`src/rtl/multicycle_ctrl.sv`:
```
// Multi-cycle control FSM: sequences fetch/decode/execute/memory/writeback for a
// single-ALU datapath, handshakes with instruction/data memory, counts retirements.
module multicycle_ctrl #(
  parameter int TIMEOUT = 255,
  parameter int CNT_W   = 32
) (
  input  logic             clk,
  input  logic             rst,
  input  logic [31:0]      instr,
  input  logic             imem_ack,
  input  logic             dmem_ack,
  output logic             imem_req,
  output logic             ir_we,
  output logic             dmem_req,
  output logic             dmem_we,
  output logic             ALUAsrc,
  output logic [1:0]       ALUBsrc,
  output logic [3:0]       ALUctr,
  output logic [2:0]       Branch,
  output logic             MemtoReg,
  output logic             reg_we,
  output logic             pc_we,
  output logic [CNT_W-1:0] instret,
  output logic             illegal,
  output logic             bus_err
);

  typedef enum logic [2:0] {S_FETCH, S_DECODE, S_EXEC, S_MEM, S_WB, S_HALT} state_t;

  state_t           state_q, state_d;
  logic [7:0]       wait_q, wait_d;
  logic [CNT_W-1:0] instret_q, instret_d;
  logic             illegal_q, illegal_d;
  logic             bus_err_q, bus_err_d;

  logic       asrc_q, m2r_q, load_q, store_q, wr_q;
  logic [1:0] bsrc_q;
  logic [3:0] ctr_q;
  logic [2:0] br_q;

  logic [4:0] op5;
  logic [2:0] funct3;
  logic       funct7b5;
  logic       d_asrc, d_load, d_store, d_wr, d_ill, d_ebreak;
  logic [1:0] d_bsrc;
  logic [3:0] d_ctr;
  logic [2:0] d_br;
  logic       unused_instr;

  assign op5          = instr[6:2];
  assign funct3       = instr[14:12];
  assign funct7b5     = instr[30];
  assign unused_instr = ^{instr[31], instr[29:21], instr[19:15], instr[1:0]};

  // slt and sltu share the comparator; the top bit selects unsigned / sub / sra
  function automatic logic [3:0] alu_op(input logic [2:0] f3, input logic alt);
    case (f3)
      3'b000:  alu_op = {alt, 3'b000};
      3'b011:  alu_op = 4'b1010;
      3'b101:  alu_op = {alt, 3'b101};
      default: alu_op = {1'b0, f3};
    endcase
  endfunction

  always_comb begin
    d_asrc   = 1'b0;
    d_bsrc   = 2'b00;
    d_ctr    = 4'b0000;
    d_br     = 3'b000;
    d_load   = 1'b0;
    d_store  = 1'b0;
    d_wr     = 1'b0;
    d_ill    = 1'b0;
    d_ebreak = 1'b0;
    case (op5)
      5'b01100: begin d_ctr = alu_op(funct3, funct7b5); d_wr = 1'b1; end
      // only srai honours bit 30 on I-type; elsewhere it is immediate data
      5'b00100: begin
        d_bsrc = 2'b01; d_ctr = alu_op(funct3, funct7b5 & (funct3 == 3'b101)); d_wr = 1'b1;
      end
      5'b01101: begin d_bsrc = 2'b01; d_ctr = 4'b0011; d_wr = 1'b1; end
      5'b00101: begin d_asrc = 1'b1; d_bsrc = 2'b01; d_wr = 1'b1; end
      5'b11011: begin d_asrc = 1'b1; d_bsrc = 2'b10; d_br = 3'b001; d_wr = 1'b1; end
      5'b11001: begin d_asrc = 1'b1; d_bsrc = 2'b10; d_br = 3'b010; d_wr = 1'b1; end
      5'b11000: begin
        d_ctr = funct3[1] ? 4'b1010 : 4'b0010;
        d_br  = {1'b1, funct3[2], funct3[0]};
        d_ill = (funct3 == 3'b010) || (funct3 == 3'b011);
      end
      5'b00000: begin
        d_bsrc = 2'b01; d_load = 1'b1; d_wr = 1'b1;
        d_ill  = (funct3 == 3'b011) || (funct3[2:1] == 2'b11);
      end
      5'b01000: begin
        d_bsrc = 2'b01; d_store = 1'b1;
        d_ill  = (funct3[2] == 1'b1) || (funct3 == 3'b011);
      end
      5'b11100: d_ebreak = instr[20];
      default:  d_ill = 1'b1;
    endcase
    if (instr[11:7] == 5'd0) d_wr = 1'b0;
  end

  always_ff @(posedge clk or posedge rst) begin
    if (rst) begin
      state_q   <= S_FETCH;
      wait_q    <= '0;
      instret_q <= '0;
      illegal_q <= 1'b0;
      bus_err_q <= 1'b0;
    end else begin
      state_q   <= state_d;
      wait_q    <= wait_d;
      instret_q <= instret_d;
      illegal_q <= illegal_d;
      bus_err_q <= bus_err_d;
    end
  end

  always_comb begin
    state_d   = state_q;
    wait_d    = wait_q;
    instret_d = instret_q;
    illegal_d = illegal_q;
    bus_err_d = bus_err_q;
    case (state_q)
      S_FETCH: begin
        if (imem_ack) state_d = S_DECODE;
        else if (wait_q == 8'(TIMEOUT)) begin bus_err_d = 1'b1; state_d = S_HALT; end
        else wait_d = wait_q + 8'd1;
      end
      S_DECODE: begin
        if (d_ill) begin illegal_d = 1'b1; state_d = S_HALT; end
        else if (d_ebreak) state_d = S_HALT;
        else state_d = S_EXEC;
      end
      S_EXEC: state_d = (load_q || store_q) ? S_MEM : S_WB;
      S_MEM: begin
        if (dmem_ack) state_d = S_WB;
        else if (wait_q == 8'(TIMEOUT)) begin bus_err_d = 1'b1; state_d = S_HALT; end
        else wait_d = wait_q + 8'd1;
      end
      S_WB: begin
        instret_d = instret_q + CNT_W'(1);
        state_d   = S_FETCH;
      end
      default: state_d = S_HALT;
    endcase
    if (state_d != state_q) wait_d = '0;
  end

  // controls latch once per instruction and stay put through HALT
  always_ff @(posedge clk or posedge rst) begin
    if (rst) begin
      asrc_q <= 1'b0; bsrc_q <= 2'b00; ctr_q <= 4'b0000; br_q <= 3'b000;
      m2r_q <= 1'b0; load_q <= 1'b0; store_q <= 1'b0; wr_q <= 1'b0;
    end else if (state_q == S_DECODE && !d_ill && !d_ebreak) begin
      asrc_q <= d_asrc; bsrc_q <= d_bsrc; ctr_q <= d_ctr; br_q <= d_br;
      m2r_q <= d_load; load_q <= d_load; store_q <= d_store; wr_q <= d_wr;
    end
  end

  // strobes are gated by rst so an in-flight request drops the moment reset asserts
  always_comb begin
    imem_req = 1'b0;
    ir_we    = 1'b0;
    dmem_req = 1'b0;
    dmem_we  = 1'b0;
    pc_we    = 1'b0;
    reg_we   = 1'b0;
    if (!rst) begin
      case (state_q)
        S_FETCH: begin imem_req = 1'b1; ir_we = imem_ack; end
        S_MEM:   begin dmem_req = 1'b1; dmem_we = store_q; end
        S_WB:    begin pc_we = 1'b1; reg_we = wr_q; end
        default: ;
      endcase
    end
  end

  assign ALUAsrc  = asrc_q;
  assign ALUBsrc  = bsrc_q;
  assign ALUctr   = ctr_q;
  assign Branch   = br_q;
  assign MemtoReg = m2r_q;
  assign instret  = instret_q;
  assign illegal  = illegal_q;
  assign bus_err  = bus_err_q;

endmodule
```
`config.mk`:
```
export PLATFORM = sky130hd
export DESIGN_NAME = multicycle_ctrl
export DESIGN_NICKNAME = d
export VERILOG_FILES = /design/src/rtl/multicycle_ctrl.sv
export SDC_FILE = /design/constraint.sdc
export NUM_CORES = 1
export LEC_CHECK = 0
export BUFFER_PORTS_ARGS = -buffer_cell sky130_fd_sc_hd__buf_4
export CAP_MARGIN = 20
export CORE_MARGIN = 2
export CORE_UTILIZATION = 50
export CTS_CLUSTER_DIAMETER = 50
export DETAILED_ROUTE_END_ITERATION = 16
export PLACE_DENSITY = 0.79
export SLEW_MARGIN = 25
export SYNTH_ARGS = -nofsm -noshare
export SYNTH_HDL_FRONTEND = slang
export SYNTH_SLANG_ARGS = --single-unit
export TNS_END_PERCENT = 30
```
`constraint.sdc`:
```
create_clock -name clk -period 2.4 [get_ports clk]
set_input_delay 0.24 -clock clk [delete_from_list [all_inputs] [get_ports clk]]
set_output_delay 0.24 -clock clk [all_outputs]
set_load 0.05 [all_outputs]
```
# Yosys cells after proc, flatten, opt, wreduce, memory -nomap -nowiden
# Index checks and enable logic that the tools add are counted.
# W data, S select, Z words.
# classes
addsub	2
eq_ne	23
mux	41
bitwise	1
reduce_logical	22
# ops
op	n
$add A32 B1 Y32 const B	1
$mux W8	4
$pmux W4 S3	2
$mux W1	21
$eq A5 B5 Y1 const B	4
$mux W3	6
$pmux W4 S4	1
$pmux W8 S2	1
$eq A5 B4 Y1 const B	3
$pmux W3 S5	1
$reduce_or A7 Y1	2
$eq A3 B2 Y1 const B	4
$eq A5 B3 Y1 const B	2
$logic_not A5 Y1	2
$pmux W3 S3	1
$add A8 B1 Y8 const B	1
$eq A8 B8 Y1 const B	1
$eq A3 B3 Y1 const B	2
$logic_not A3 Y1	2
$ne A3 B3 Y1 const B	2
$reduce_and A3 Y1	2
$reduce_or A5 Y1	1
$logic_or A1 B1 Y1	4
$mux W4	1
15 further kinds	18
# totals
reg_bits	58
out_inout_bits	51

# Depth between registers and ports, before layout
# Gate-level depths: netlist of run 1.
# depth
ltp_word	8
depth_mapped	9

# Least setup slack after synthesis of run 1
# OpenSTA, ideal clock, no wires.
# synth_path
path_kind	reg-to-output
startpoint	reg state_q[2]
endpoint	out dmem_we
arrival_time_ns	2.499
slack_ns	-0.339
path_stages_with_launch	5
path_buffers	1
cell_sequence	dfrtp_1 -> clkbuf_1 -> nand2b_1 -> nor3b_1 -> and2_1
# synth_between
elab_chain_len	3
# synth_lines
item	line_no	source
start: declaration	30	state_t state_q, state_d;
start signal: assignment	112	state_q <= state_d;
$eq A3 B2 Y1	172	case (state_q)
$mux W1	172	
$mux W1	171	if (!rst) begin
end: declaration	15	output logic dmem_we,
# Every way passes these cells.

# Worst setup path after layout of run 1
# layout_path
startpoint	reg wait_q[0]
endpoint	reg wait_q[1]
# layout_between
elab_chain_len	7
elab_cells_between_ends	16
# layout_lines
item	line_no	source
start: declaration	31	logic [7:0] wait_q, wait_d;
start signal: assignment	113	wait_q <= wait_d;
$eq A8 B8 Y1	129, 140	
$mux W3	129, 140	
$mux W3, on equally long branches	139, 128	
$pmux W3 S5	126	case (state_q)
$ne A3 B3 Y1	149	if (state_d != state_q) wait_d = '0;
$ne A3 B3 Y1 (no source line) / $reduce_bool A3 Y1 (equally long branches)	n/a	
$reduce_and A3 Y1 (no source line)	n/a	
# Parallel ways exist; a longest one is shown, timed or not. The select of a mux whose other input is x is not followed.
# A chain may end at the register's enable or synchronous reset.

==> run metrics, run 1 <==
status finished clean; ant diodes 0; ys flop type dfrtp_1; critical path class flip-flop to flip-flop; Slew HR 0.548; Worst EP required about 2.6 ns; gpl congestion 0.900; startpoint types flip-flop; reg2reg start wait_q[0]; Detailed Route WL 6430 um; Worst Path Max Fanout 8; Starting Density 0.511; CP arrival 2.32 ns; Post-DP HPWL 4620 um; leak pwr between 0.0015 and 0.002 uW; DRC Markers 0; Vias 2445; unrepaired setup endpoints after global routing false; largest net degree at the start of global routing 31; Final Hold Viols 0; Power Total 2030 uW; cell area after layout 3790 um^2; Worst-path clk slew about 0.07 ns; DP Area about 3600 um^2; Congestion Overflow GR 0; first-pass GRT wire length 10600 um; Synth Instances 298; register area share after synthesis 0.486; Die Span Y between 80 and 90 um; Pint 1550 uW; syn_nets 336; commonest non-fill, non-tap cell in the layout buf_4; vias in the first global route 2305; area delta synth->final 26.8%; pwr/cell area 536 nW/um^2; Comb power frac 0.074; CTS Root Cell clkbuf_8; I/O pin count between 80 and 90; CTS tree built; Row Count 28; Worst-Skew Late Latency 0.33 ns; Peak VDD IR 0.304 mV; Resize count post-CTS 0; area leader, netlist dfrtp_1; CTS Hold Bufs 0; initial antenna violation count 0; part of the power in registers 0.489; hold crit path type primary input to asynchronous set/reset pin; CTS Buffer Depth 2; Worst-Margin Slew roughly 0.68 ns; share of the synthesized area in the top cell type 0.486; clock period minus worst slack 2.13 ns; CTS Sinks 58; die width between 80 and 90 um; Final Setup Violations 0; fill count 491; GRT Util Overall 0.209; async set or reset register ratio after synthesis 1.00; clock network power share 0.437; EDFF count, synth 0; Mean Syn Cell Area 10.0 um^2; Psw 484 uW; Achievable Freq 0.469 GHz; Reg2Reg Depth 7; Net Sw Frac 0.238; core area approximately 5900 um^2; DRT Pass-1 Iters 5; distinct cell type count after synthesis 52; fin nets 411; Max Slew Vio Count 0; Final ANT Viol Nets 0; Layout Skew 0.0121 ns; synth top area cells dfrtp_1 49%, xnor2_1 8.5%, mux2_2 3.4%; CP Capture Type flip-flop; R2R setup slack 0.27 ns; H-tree Lvls 3; Post-CTS Setup Bufs 0; Synth Register Bits 58; share of cells above drive strength 1 0.291; reg2reg end wait_q[1]; Die ar. between 6000 and 7000 um^2; total CTS buffers 9; Max-cap violations 0; Ys Warns 0; fin crit share 0.888; most frequent cells in the layout 75 x buf_4, 58 x dfrtp_1, 29 x xnor2_1, 26 x nor2_1, 24 x nand2_1; vias per cell 5.40; First DRT Iteration DRCs 186; PortBufs 69; post-synthesis cell area 2990 um^2; WL/cell around 14 um
cells by family (layout without fill, tap and decap cells):
logic type | count (synthesis) | in the layout | synth area share
AND/OR/NAND/NOR | 134 | 134 | 0.239
flip-flops | 58 | 58 | 0.486
XOR/XNOR | 38 | 38 | 0.111
AO/OA/AOI/OAI | 35 | 35 | 0.0817
buffers and inverters | 21 | 101 | 0.0368
multiplexers | 10 | 10 | 0.0373
adder cells (fa/ha/maj) | 2 | 2 | 0.00837
layer usage:
layer  track usage  vias up  part of all wire
li1              -     1197                 -
met3        0.0456       17             0.047
met5             0        -                 0
met1         0.277     1159              0.46
met4         0.102        0             0.026
met2         0.324       72              0.47
registers in the layout (all words and copies together) (netlist names):
name	cells
ALUAsrc	1
ALUBsrc	2
ALUctr	4
Branch	3
bus_err	1
illegal	1
instret	32
load_q	1
state_q	3
store_q	1
wait_q	8
wr_q	1
worst max path at each step:
stage          startpoint   endpoint  slack (ns)  cells past startpoint
6_report        wait_q[0]  wait_q[1]        0.27                      7
5_1_grt         wait_q[0]  wait_q[7]        0.12                      7
4_1_cts         wait_q[1]  wait_q[1]        0.27                      7
3_5_place_dp     instr[2]     load_q        0.24                      7
3_3_place_gp    wait_q[0]  wait_q[1]        0.33                      7
2_1_floorplan  state_q[1]      ir_we       -0.31                      4
power groups by stage:
stage	Clock (uW)	Combinational, uW	Sequential [uW]
2_1_floorplan	0	61.8	1040
3_3_place_gp	0	149	1010
3_5_place_dp	0	152	1010
4_1_cts	908	152	993
5_1_grt	958	164	993
6_report	887	150	993
worst max-delay path, cell delays in order (launching register included):
cell,delay (ns)
dfrtp_1,0.39
ha_1,0.21
nand2_1,0.08
or3_1,0.39
nand2_1,0.28
o31ai_1,0.16
o211ai_2,0.37
nor3_1,0.12
cells in the mapped netlist, drive strengths merged (3+ instances only):
master,count
nor3b,4
nand3,17
nand2,24
nor2,26
xnor2,29
dfrtp,58
xor2,9
clkbuf,6
and3,7
and2,4
nand2b,7
a21o,3
inv,9
o21ai,8
nor3,19
nand4,10
nor2b,4
a21oi,9
mux2,9
buf,6
metrics by stage:
step	util	instances	setup slack [ns]	hold slack, ns	TNS [ns]
6_report	0.648	453	0.269	0.0593	0
5_1_grt	0.648	453	0.117	0.107	0
4_1_cts	0.648	453	0.266	0.0728	0
3_5_place_dp	0.614	437	0.242	0.431	0
3_3_place_gp	0.614	437	0.332	0.411	0
2_1_floorplan	-	298	-0.312	0.391	-0.312
layout make-up:
type,count,area (um^2),area share
clock buffers,11,141,0.0373
clock inverters,5,53.8,0.0142
inverters,9,33.8,0.00892
multi-input cells,219,1430,0.378
flip-flops and latches,58,1450,0.383
well taps,75,93.8,0.0248
repair buffers,76,583,0.154
No activity file was read; power rests on OpenSTA's default activity.
==> run 2, diff against run 1 <==
- BUFFER_PORTS_ARGS: -buffer_cell sky130_fd_sc_hd__buf_4 -> -buffer_cell sky130_fd_sc_hd__buf_2
==> run metrics, run 2 (synthesis gave the netlist of run 1 again) <==
CTS Root Cell clkbuf_8; WL/cell 13.6 um (-3.9%); vias in the first global route 2298 (-0.30%); CP Capture Type flip-flop; Peak VDD IR 0.316 mV (+4.2%); commonest non-fill, non-tap cell in the layout buf_2; Vias 2422 (-0.94%); CTS Hold Bufs 0 (unchanged); I/O pin count 87 (unchanged); fin nets 412 (+0.24%); core area 5850 um^2 (unchanged); ant diodes 0 (unchanged); startpoint types flip-flop; Power Total 1930 uW (-5.0%); Layout Cells excl Fill 454 (+0.22%); CP arrival 2.33 ns (about the same); Layout Skew 0.00837 ns (-0.00377 ns); Die ar. 6610 um^2 (unchanged); leak pwr 0.00179 uW (-1.7%); Worst-Skew Late Latency 0.33 ns (about the same); Row Count 28 (unchanged); Post-DP HPWL 4610 um (-0.29%); fill count 502 (+2.2%); worst-path cell chain ha_1 -> nand2_1 -> or3_1 -> nand2_1 -> o31ai_1 -> o211ai_2 -> nor3_1; Worst-Margin Slew 0.628 ns (-0.0484 ns); CTS Buffer Depth 2 (unchanged); Die Span Y 81.3 um (unchanged); number of flip-flops in the largest register 32 (unchanged); initial antenna violation count 0 (unchanged); Final ANT Viol Nets 0 (unchanged); Post-CTS Setup Bufs 0 (unchanged); Max Slew Vio Count 0 (unchanged); Congestion Overflow GR 0 (unchanged); PortBufs 69 (unchanged); Placed Cells 438 (+0.23%); largest net degree at the start of global routing 32 (+3.2%); cell area after layout 3590 um^2 (-5.1%); Achievable Freq 0.470 GHz (+0.17%); hold crit path type primary input to asynchronous set/reset pin; first-pass GRT wire length 10300 um (-2.2%); Max-cap violations 0 (unchanged); unrepaired setup endpoints after global routing false; Final Setup Violations 0 (unchanged); Resize count post-CTS 0 (unchanged); clock period minus worst slack 2.13 ns (-0.00364 ns); Worst EP required 2.60 ns (about the same); DRT Pass-1 Iters 4 (-1); die width 81.3 um (unchanged); most frequent cells in the layout 69 x buf_2, 58 x dfrtp_1, 29 x xnor2_1, 26 x nor2_1, 24 x nand2_1; DRC Markers 0 (unchanged); Starting Density 0.511 (unchanged); area delta synth->final 20.3%; First DRT Iteration DRCs 132 (-29%); status finished clean; Worst-path clk slew 0.07 ns (about the same); pwr/cell area 536 nW/um^2 (about the same); gpl congestion 0.862 (-4.3%); CTS tree built; Final Hold Viols 0 (unchanged); share of cells above drive strength 1 0.296 (+0.00451); Worst path slowest cell or3_1; Slew HR 0.580 (+0.0323); Detailed Route WL 6200 um (-3.7%); total CTS buffers 9 (unchanged); DP Area 3420 um^2 (-4.9%); vias per cell 5.33 (-1.2%); Worst Path Max Fanout 8 (unchanged); critical path class flip-flop to flip-flop; H-tree Lvls 3 (unchanged); delay of the slowest critical-path stage 0.40 ns (about the same); fin crit share 0.886 (-0.00152); cell mode on critical path nand2_1; GRT Util Overall 0.204 (-0.00477); CTS Sinks 58 (unchanged)
[run 2: worst paths after layout]
check / startpoint / endpoint / slack, ns / depth (start not counted)
setup / recovery: wait_q[0] / wait_q[6] / 0.27 / 7
hold reg to reg: bus_err / bus_err / 0.47 / 1
max in group asynchronous: rst / instret[12] / 1.63 / 3
hold / removal: rst / state_q[1] / 0.06 / 2
min in group clk: instr[8] / wr_q / 0.20 / 3
setup reg to reg: wait_q[0] / wait_q[6] / 0.27 / 7
[run 2: layer usage]
layer / part of all wire / wire [um] / GRT usage / vias up
met3: 0.041 / 257 / 0.0567 / 8
li1: - / - / - / 1197
met1: 0.47 / 2930 / 0.278 / 1154
met4: 0.015 / 96 / 0.0881 / 0
met5: 0 / 0 / 0 / -
met2: 0.47 / 2910 / 0.304 / 63
[run 2: stage by stage]
stage	utilization	hold slack [ns]	setup TNS, ns	worst slack, ns
detailed placement	0.584	0.438	0	0.258
floorplan	-	0.391	-0.312	-0.312
global placement	0.584	0.436	0	0.283
finish	0.614	0.0550	0	0.273
CTS	0.614	0.0734	0	0.294
global route	0.614	0.107	0	0.133
[run 2: report_power, final]
part	switching, uW	leakage (uW)	internal, uW
sequential	4.83	0.000785	987
combinational	94.4	0.000922	39.1
clock	401	0.0000847	401
total	500	0.00179	1430
[run 2: critical path: cells and delay by family (launching register included)]
| kind | cells | cell delay [ns] |
|---|---|---|
| flip-flops | 1 | 0.39 |
| AO/OA/AOI/OAI | 2 | 0.56 |
| adder cells (fa/ha/maj) | 1 | 0.20 |
| AND/OR/NAND/NOR | 4 | 0.86 |
[run 2: final cells by class]
cell class,count,area [um^2],area share
repair buffers,77,405,0.113
clock inverters,6,41.3,0.0115
flip-flops and latches,58,1450,0.404
inverters,9,33.8,0.00940
multi-input cells,219,1430,0.398
well taps,75,93.8,0.0261
clock buffers,10,138,0.0383
==> run 3, diff against run 2 <==
- BUFFER_PORTS_ARGS: -buffer_cell sky130_fd_sc_hd__buf_2 -> not set
- DONT_BUFFER_PORTS: not set -> 1
- PLACE_DENSITY: 0.79 -> 0.67
==> run metrics, run 3 (synthesis gave the netlist of run 1 again) <==
status finished clean; crit path to wait_q[7]; Starting Density 0.511 (unchanged); Top delay family on crit path simple AND/OR/NAND/NOR gates; largest net degree at the start of global routing 30 (-6.3%); commonest non-fill, non-tap cell in the layout dfrtp_1; vias per cell 5.56 (+4.2%); Max-cap violations 0 (unchanged); final setup margin 0.245 ns (-0.0277 ns); Worst-Margin Slew 0.617 ns (-0.0110 ns); Row Count 28 (unchanged); First DRT Iteration DRCs 104 (-21%); Final Hold Viols 0 (unchanged); delay of the slowest critical-path stage 0.43 ns (+0.03 ns); Worst-Skew Late Latency 0.33 ns (about the same); number of flip-flops in the largest register 32 (unchanged); Layout Cells excl Fill 417 (-8.1%); CP Capture Type flip-flop; Max Slew Vio Count 0 (unchanged); Reg2Reg Depth 6 (-1); Worst-path clk slew 0.07 ns (about the same); Die ar. 6610 um^2 (unchanged); Congestion Overflow GR 0 (unchanged); Fin Setup TNS 0 ns (unchanged); Detailed Route WL 6320 um (+2.1%); Die Span Y 81.3 um (unchanged); DRC Markers 0 (unchanged); WL/cell 15.2 um (+11%); buffers plus inverters on the worst setup path 0 (unchanged); worst setup path startpoint state_q[1]; Final ANT Viol Nets 0 (unchanged); PortBufs 0 (-100%); CTS Sinks 58 (unchanged); GRT Util Overall 0.211 (+0.00698); Worst EP required 2.64 ns (+0.04 ns); pre-CTS setup slack 0.259 ns (+0.00106 ns); worst-path cell chain or2_2 -> o32ai_2 -> nand2_1 -> o31ai_1 -> o211ai_2 -> nor3_1; worst hold slack 0.0569 ns (+0.00192 ns); Post-DP HPWL 4560 um (-1.0%); fin crit share 0.898 (+0.0115); hold path start instr[2]; critical path class flip-flop to flip-flop; hold crit path type primary input to flip-flop; Layout Skew 0.00774 ns (-0.000633 ns); Peak VDD IR 0.339 mV (+7.2%); CTS tree built; most frequent cells in the layout 58 x dfrtp_1, 37 x buf_4, 29 x xnor2_1, 26 x nor2_1, 24 x nand2_1; CP arrival 2.39 ns (+0.06 ns); H-tree Lvls 3 (unchanged); Vias 2318 (-4.3%); share of cells above drive strength 1 0.219 (-0.0762); Placed Cells 400 (-8.7%); Worst Path Max Fanout 8 (unchanged); area delta synth->final 19.4%; Post-CTS Setup Bufs 0 (unchanged); unrepaired setup endpoints after global routing false; R2R setup slack 0.25 ns (-0.03 ns); clock period minus worst slack 2.15 ns (+0.0277 ns); I/O pin count 87 (unchanged); vias in the first global route 2301 (+0.13%); leak pwr 0.00165 uW (-8.0%); CTS Buffer Depth 2 (unchanged); fin nets 375 (-9.0%); Achievable Freq 0.464 GHz (-1.3%); Final Setup Violations 0 (unchanged); startpoint types flip-flop; reg2reg start state_q[1]; core area 5850 um^2 (unchanged); initial antenna violation count 0 (unchanged); pwr/cell area 585 nW/um^2 (+9.1%); Worst path slowest cell dfrtp_1; CTS Root Cell clkbuf_8; total CTS buffers 9 (unchanged); ant diodes 0 (unchanged); first-pass GRT wire length 10600 um (+2.3%); final core occ 0.610 (-0.00471); Crit. path cell count 6 (-1); gpl congestion 0.877 (+1.8%); DRT Pass-1 Iters 4 (unchanged); Slew HR 0.588 (+0.00733); die width 81.3 um (unchanged); reg2reg end wait_q[7]
-- run 3: area by class of cell --
cell class | instances | area, um^2
Clock buffer | 11 | 141
Clock inverter | 5 | 77.6
Fill cell | 507 | 2280
Inverter | 9 | 33.8
Multi-Input combinational cell | 219 | 1440
Sequential cell | 58 | 1450
Tap cell | 75 | 93.8
Timing Repair Buffer | 40 | 328
-- run 3: worst min-delay path by stage --
stage	end	depth (start not counted)	slack, ns
2_1_floorplan	ALUctr[2]	2	0.39
6_report	ALUAsrc	1	0.06
5_1_grt	ALUAsrc	1	0.04
3_5_place_dp	wr_q	1	0.25
3_3_place_gp	wr_q	1	0.24
4_1_cts	ALUAsrc	1	0.04
-- run 3: through the flow --
stage	total power, uW	area (um^2)
final	2090	3570
after global routing	2190	3570
after CTS	2120	3570
after detailed placement	1110	3340
after global placement	1110	3340
after floorplan	1100	2990
-- run 3: report_power, final --
group	switching [uW]	internal [uW]
Sequential	36.4	987
Combinational	40.6	24.9
Clock	388	610
Total	465	1620
-- run 3: what timing repair did --
item	in CTS	in global routing
hold buffers	1	0
hold endpoints to repair	27	0
resized for setup	0	0
-- run 3: metal layers --
metal,share of wire,track usage,up-vias
li1,-,-,1115
met1,0.45,0.278,1127
met2,0.47,0.325,68
met3,0.070,0.0722,8
met4,0.0076,0.0729,0
met5,0,0,-
